## src/rtl/led_pkg.sv

```systemverilog
// Shared definitions for the LED-array blocks: scan FSM states and width constants.
package led_pkg;

    typedef enum logic [2:0] {
        ST_IDLE,
        ST_FETCH,
        ST_LOAD,
        ST_SHIFT,
        ST_LATCH,
        ST_DISPLAY
    } scan_state_t;

    // Row address width of the default 8-row array; display counters are 16 bits wide.
    localparam int unsigned LED_ROW_W = 3;
    localparam int unsigned LED_CNT_W = 16;

    function automatic int unsigned led_width(input int unsigned n);
        return (n < 2) ? 1 : $clog2(n);
    endfunction

endpackage

```

## src/rtl/led_scan_shifter.sv

```systemverilog
// Parallel-load column serializer: MSB first, two clocks per bit (sclk low, then high).
module led_scan_shifter
    import led_pkg::*;
#(
    parameter int unsigned COLS = 16
) (
    input  logic            clk,
    input  logic            clr,
    input  logic            load,
    input  logic            run,
    input  logic [COLS-1:0] data,
    output logic            sclk,
    output logic            sdat,
    output logic            done
);

    localparam int unsigned BW = led_width(COLS);

    logic [COLS-1:0] sreg;
    logic [BW-1:0]   bit_cnt;

    assign sdat = sreg[COLS-1];

    // sclk doubles as the bit phase; done marks the high phase of the last bit.
    always_ff @(posedge clk) begin
        if (clr) begin
            sreg    <= '0;
            bit_cnt <= '0;
            sclk    <= 1'b0;
            done    <= 1'b0;
        end else if (load) begin
            sreg    <= data;
            bit_cnt <= '0;
            sclk    <= 1'b0;
            done    <= 1'b0;
        end else if (run) begin
            if (!sclk) begin
                sclk <= 1'b1;
                done <= (bit_cnt == BW'(COLS - 1));
            end else begin
                sclk    <= 1'b0;
                done    <= 1'b0;
                sreg    <= {sreg[COLS-2:0], 1'b0};
                bit_cnt <= bit_cnt + BW'(1);
            end
        end
    end

endmodule

```

## src/rtl/led_scan_ctrl.sv

```systemverilog
// LED matrix row-scan controller. Define LED_SCAN_DIM_EN to add the i_bright
// global brightness input that trims the output-enable duty within DISPLAY.
module led_scan_ctrl
    import led_pkg::*;
#(
    parameter int unsigned COLS     = 16,
    parameter int unsigned ROWS     = 8,
    parameter int unsigned DISP_CYC = 1024
) (
    input  logic                    i_clk,
    input  logic                    i_RESET,
    input  logic                    i_ena,
`ifdef LED_SCAN_DIM_EN
    input  logic [3:0]              i_bright,
`endif
    output logic [$clog2(ROWS)-1:0] o_rd_row,
    input  logic [COLS-1:0]         i_row_data,
    output logic                    o_sclk,
    output logic                    o_sdat,
    output logic                    o_latch,
    output logic                    o_oe_n,
    output logic [$clog2(ROWS)-1:0] o_row,
    output logic                    o_frame
);

    localparam int unsigned RW = $clog2(ROWS);
    localparam int unsigned CW = LED_CNT_W;

    scan_state_t   state;
    logic [RW-1:0] row_cnt;
    logic [CW-1:0] disp_cnt;
    logic [CW:0]   on_lim;
    logic [CW:0]   disp_next;
    logic          abort;
    logic          sh_done;

    assign abort     = (state != ST_IDLE) && !i_ena;
    assign o_rd_row  = row_cnt;
    assign disp_next = {1'b0, disp_cnt} + (CW + 1)'(1);

`ifdef LED_SCAN_DIM_EN
    logic [3:0] bright_q;

    always_comb begin
        on_lim = (CW + 1)'((int'(bright_q) + 1) * int'(DISP_CYC / 16));
    end
`else
    always_comb begin
        on_lim = (CW + 1)'(DISP_CYC);
    end
`endif

    led_scan_shifter #(
        .COLS(COLS)
    ) u_shifter (
        .clk  (i_clk),
        .clr  (i_RESET || abort),
        .load (state == ST_LOAD),
        .run  (state == ST_SHIFT),
        .data (i_row_data),
        .sclk (o_sclk),
        .sdat (o_sdat),
        .done (sh_done)
    );

    always_ff @(posedge i_clk) begin
        if (i_RESET || abort) begin
            state    <= ST_IDLE;
            row_cnt  <= '0;
            disp_cnt <= '0;
            o_row    <= '0;
            o_latch  <= 1'b0;
            o_frame  <= 1'b0;
            o_oe_n   <= 1'b1;
`ifdef LED_SCAN_DIM_EN
            if (i_RESET) bright_q <= '0;
`endif
        end else begin
            o_latch <= 1'b0;
            o_frame <= 1'b0;
            case (state)
                ST_IDLE: begin
                    if (i_ena) state <= ST_FETCH;
                end
                ST_FETCH: begin
                    state <= ST_LOAD;
`ifdef LED_SCAN_DIM_EN
                    bright_q <= i_bright;
`endif
                end
                ST_LOAD: state <= ST_SHIFT;
                ST_SHIFT: begin
                    if (sh_done) begin
                        state   <= ST_LATCH;
                        o_latch <= 1'b1;
                        o_row   <= row_cnt;
                        o_frame <= (row_cnt == '0);
                    end
                end
                ST_LATCH: begin
                    state    <= ST_DISPLAY;
                    disp_cnt <= '0;
                    o_oe_n   <= 1'b0;
                end
                ST_DISPLAY: begin
                    if (disp_cnt == CW'(DISP_CYC - 1)) begin
                        state    <= ST_FETCH;
                        disp_cnt <= '0;
                        o_oe_n   <= 1'b1;
                        row_cnt  <= (row_cnt == RW'(ROWS - 1)) ? '0 : row_cnt + RW'(1);
                    end else begin
                        disp_cnt <= disp_next[CW-1:0];
                        o_oe_n   <= (disp_next >= on_lim);
                    end
                end
                default: state <= ST_IDLE;
            endcase
        end
    end

endmodule
```

## config.mk

```make
export PLATFORM = sky130hd
export DESIGN_NAME = led_scan_ctrl
export DESIGN_NICKNAME = d
export VERILOG_FILES = /design/src/rtl/led_pkg.sv /design/src/rtl/led_scan_shifter.sv /design/src/rtl/led_scan_ctrl.sv
export SDC_FILE = /design/constraint.sdc
export NUM_CORES = 1
export LEC_CHECK = 0
export ABC_AREA = 1
export BUFFER_PORTS_ARGS = -buffer_cell sky130_fd_sc_hd__buf_2
export CORE_MARGIN = 2
export CORE_UTILIZATION = 55
export CTS_CLUSTER_SIZE = 12
export DETAILED_ROUTE_END_ITERATION = 16
export PLACE_DENSITY = 0.72
export RECOVER_POWER = 50
export SLEW_MARGIN = 20
export SYNTH_ARGS = -nofsm -noshare
export SYNTH_HDL_FRONTEND = slang
export SYNTH_SLANG_ARGS = --single-unit
```

## constraint.sdc

```tcl
create_clock -name i_clk -period 2.58 [get_ports i_clk]
set_clock_uncertainty 0.05 [all_clocks]
set_input_delay 0.129 -clock i_clk [delete_from_list [all_inputs] [get_ports i_clk]]
set_output_delay 0.129 -clock i_clk [all_outputs]
set_load 0.05 [all_outputs]
```

==> results.sh <==
export IMPL_crit_path_frequent_cell="nand2_1"
export IMPL_maxSlewViolCount=0
export IMPL_grt_max_degree=31
export IMPL_critPathRequiredTime_ps=2730
export IMPL_setup_violations=0
export IMPL_drive_gt1_share_pct=11.1
export IMPL_syn_nets=394
export IMPL_clk_latency_ps=300
export IMPL_crit_path_end_kind="flop"
export IMPL_htree_levels=2
export IMPL_synth_top_cell_area_share_pct=39.8
export IMPL_floorplan_initialDensity_pct=57.3
export IMPL_combPwrFrac_pct=30.1
export IMPL_ys_ff_latch=50
export IMPL_rsz0062_at_grt="false"
export IMPL_p_int_mw=1.25
export IMPL_cts_tree="built"
export IMPL_ant_nets=0
export IMPL_synth_area_top_cells="dfxtp_1 (40%), nand2_1 (13%), a21oi_1 (7.2%), nor2_1 (5.5%), inv_1 (5.4%)"
export IMPL_synth_cell_types=28
export IMPL_vdd_drop_max_mv=0.481
export IMPL_slew_headroom_pct=55.3
export IMPL_fin_crit_sh_pct=82.1
export IMPL_pwr_share_seq_pct=48.7
export IMPL_drt_total_wl_mm=5.15
export IMPL_cts_setup_buffers=0
export IMPL_cts_root_buffer_cell="clkbuf_8"
export IMPL_slowest_stage="nor4_1"
export IMPL_grt_use_total_pct=21.1
export IMPL_num_antenna_cells=0
export IMPL_swShare_pct=37.8
export IMPL_cts_buffers=5
export IMPL_p_leak_nw=1.10
export IMPL_crit_path_max_incr_delay_ps=640
export IMPL_status="finished, final reports clean"
export IMPL_row_count=24
export IMPL_hpwl_mm=3.75
export IMPL_crit_path_max_fanout=6
export IMPL_die_x_um=71.6
export IMPL_critPathLaunchType="flop"
export IMPL_hold_viol_final=0
export IMPL_crit_type="reg2reg"
export IMPL_min_period_ps=2120
export IMPL_yosysTopAreaCell="dfxtp_1"
export IMPL_area_growth_syn_to_layout_pct=8.52
export IMPL_synth_seq_area_share_pct=39.8
export IMPL_finalSetupTns_ps=0
export IMPL_grt_antenna_before_repair=0
export IMPL_path_cells="ha_1, inv_1, nor2_1, nand2_1, nor4_1, nand2_1, nand2_1, nor2_1"
export IMPL_hold_class="in2reg"
export IMPL_power_density_nw_per_um2=739
export IMPL_cp_arrival_ps=2270
export IMPL_p_switching_mw=0.762
export IMPL_cts_hold_buf=0
export IMPL_fin_nets=420
export IMPL_synth_cells=370
export IMPL_coreArea_um2=4380
export IMPL_cts_buffer_depth=2
export IMPL_grt_first_pass_wirelength_mm=8.73
export IMPL_first_global_vias=2011
export IMPL_io_pins=30
export IMPL_gp_congestion=0.903
export IMPL_gr_total_overflow=0
export IMPL_cts_resized=0
export IMPL_fin_total_pwr_mw=2.01
export IMPL_via_per_inst=5.25
export IMPL_dr_pass1_iters=4
export IMPL_p_clk_share_pct=21.1
export IMPL_die_area_um2=5120
export IMPL_tightest_slew_ps=665
export IMPL_vias=2354
export IMPL_max_freq_ghz=0.472
export IMPL_ys_warn_count=0
export IMPL_drc_errors=0
export IMPL_avgSynthCellArea_um2=6.79
export IMPL_cts_sinks=50
export IMPL_synth_area_um2=2510
export IMPL_die_height_um=71.6
export IMPL_io_buffers=29
export IMPL_cts_clk_slew_worst_paths_ps=80
export IMPL_drt_iter0_drc=107
export IMPL_wl_per_cell_um=11.5
export IMPL_max_cap_violations=0
## flip-flops by register name, indices dropped and copies added, names as in the netlist
name / flops
o_oe_n: 1
u_shifter.done: 1
u_shifter.bit_cnt: 4
o_frame: 1
o_latch: 1
o_row: 3
disp_cnt: 16
o_rd_row: 3
u_shifter.sreg: 16
u_shifter.sclk: 1
state: 3
## cell usage in the layout, fill, tap and decap left out, drive strengths merged
cell | netlist | final
a21oi | 36 | 36
o211ai | 1 | 1
inv | 46 | 46
nor4 | 1 | 1
a31oi | 1 | 1
a211oi | 3 | 3
buf | 5 | 19
dfxtp | 50 | 50
nor3b | 2 | 2
ha | 5 | 5
nor3 | 8 | 8
nor2 | 43 | 43
xor2 | 1 | 1
clkbuf | 6 | 16
nand4 | 7 | 7
nand3 | 17 | 17
a22oi | 1 | 1
o21ai | 45 | 45
clkinv | 0 | 2
nand2 | 91 | 91
or2 | 1 | 1
## cells in the mapped netlist (all sizes together)
master,instances
a211oi,3
a21oi,36
a22oi,1
a31oi,1
buf,5
clkbuf,6
dfxtp,50
ha,5
inv,46
nand2,91
nand3,17
nand4,7
nor2,43
nor3,8
nor3b,2
nor4,1
o211ai,1
o21ai,45
or2,1
xor2,1
## power groups by stage
stage	clock (mW)	sequential (mW)	combinational, mW
floorplan	0	0.981	0.520
global route	0.476	0.996	0.697
detailed placement	0	0.998	0.619
finish	0.426	0.981	0.607
CTS	0.444	0.981	0.621
global placement	0	0.996	0.608
## final timing paths
check        slack, ps     startpoint                end  cells after the start
min                 70  i_row_data[0]  u_shifter.sreg[0]                      3
max                460    disp_cnt[1]        o_rd_row[0]                      8
min reg2reg        410       o_row[2]           o_row[2]                      2
max reg2reg        460    disp_cnt[1]        o_rd_row[0]                      8
## critical path, delay by kind of cell (launching register included)
kind,cells,cell delay [ps]
simple gates,6,1340
flops,1,380
fa+ha+maj,1,190
buf+inv,1,60
## per-layer routing
| metal | vias up | track usage (%) | part of all wire (%) |
|---|---|---|---|
| met1 | 1040 | 26.3 | 47 |
| met2 | 43 | 35.6 | 48 |
| met5 | - | 0 | 0 |
| met4 | 0 | 8.81 | 2.1 |
| met3 | 10 | 4.36 | 3.4 |
| li1 | 1261 | - | - |
## area by class of cell
class,count,area [um^2]
Sequential cell,50,1000
Tap cell,52,65.1
Inverter,46,173
Clock buffer,5,68.8
Multi-Input combinational cell,263,1270
Timing Repair Buffer,30,139
Fill cell,427,1660
Clock inverter,2,10.0
## through the flow
stage	cell area, um^2	util [%]	cells	setup slack [ps]	hold slack, ps
final	2730	62.2	448	462	66.2
after global routing	2730	62.2	448	283	78.5
after CTS	2760	63.0	448	531	57.5
after detailed placement	2680	61.2	441	579	376
after global placement	2680	61.2	441	682	376
after floorplan	2510	-	370	1060	244
## kinds of logic after synthesis
family / after synthesis / share of synthesized area, %
buf+inv: 57 / 8.96
compound gates: 87 / 17.9
xor+xnor: 1 / 0.349
fa+ha+maj: 5 / 2.49
simple gates: 170 / 30.5
flops: 50 / 39.8
(Power assumes the default switching activity.)
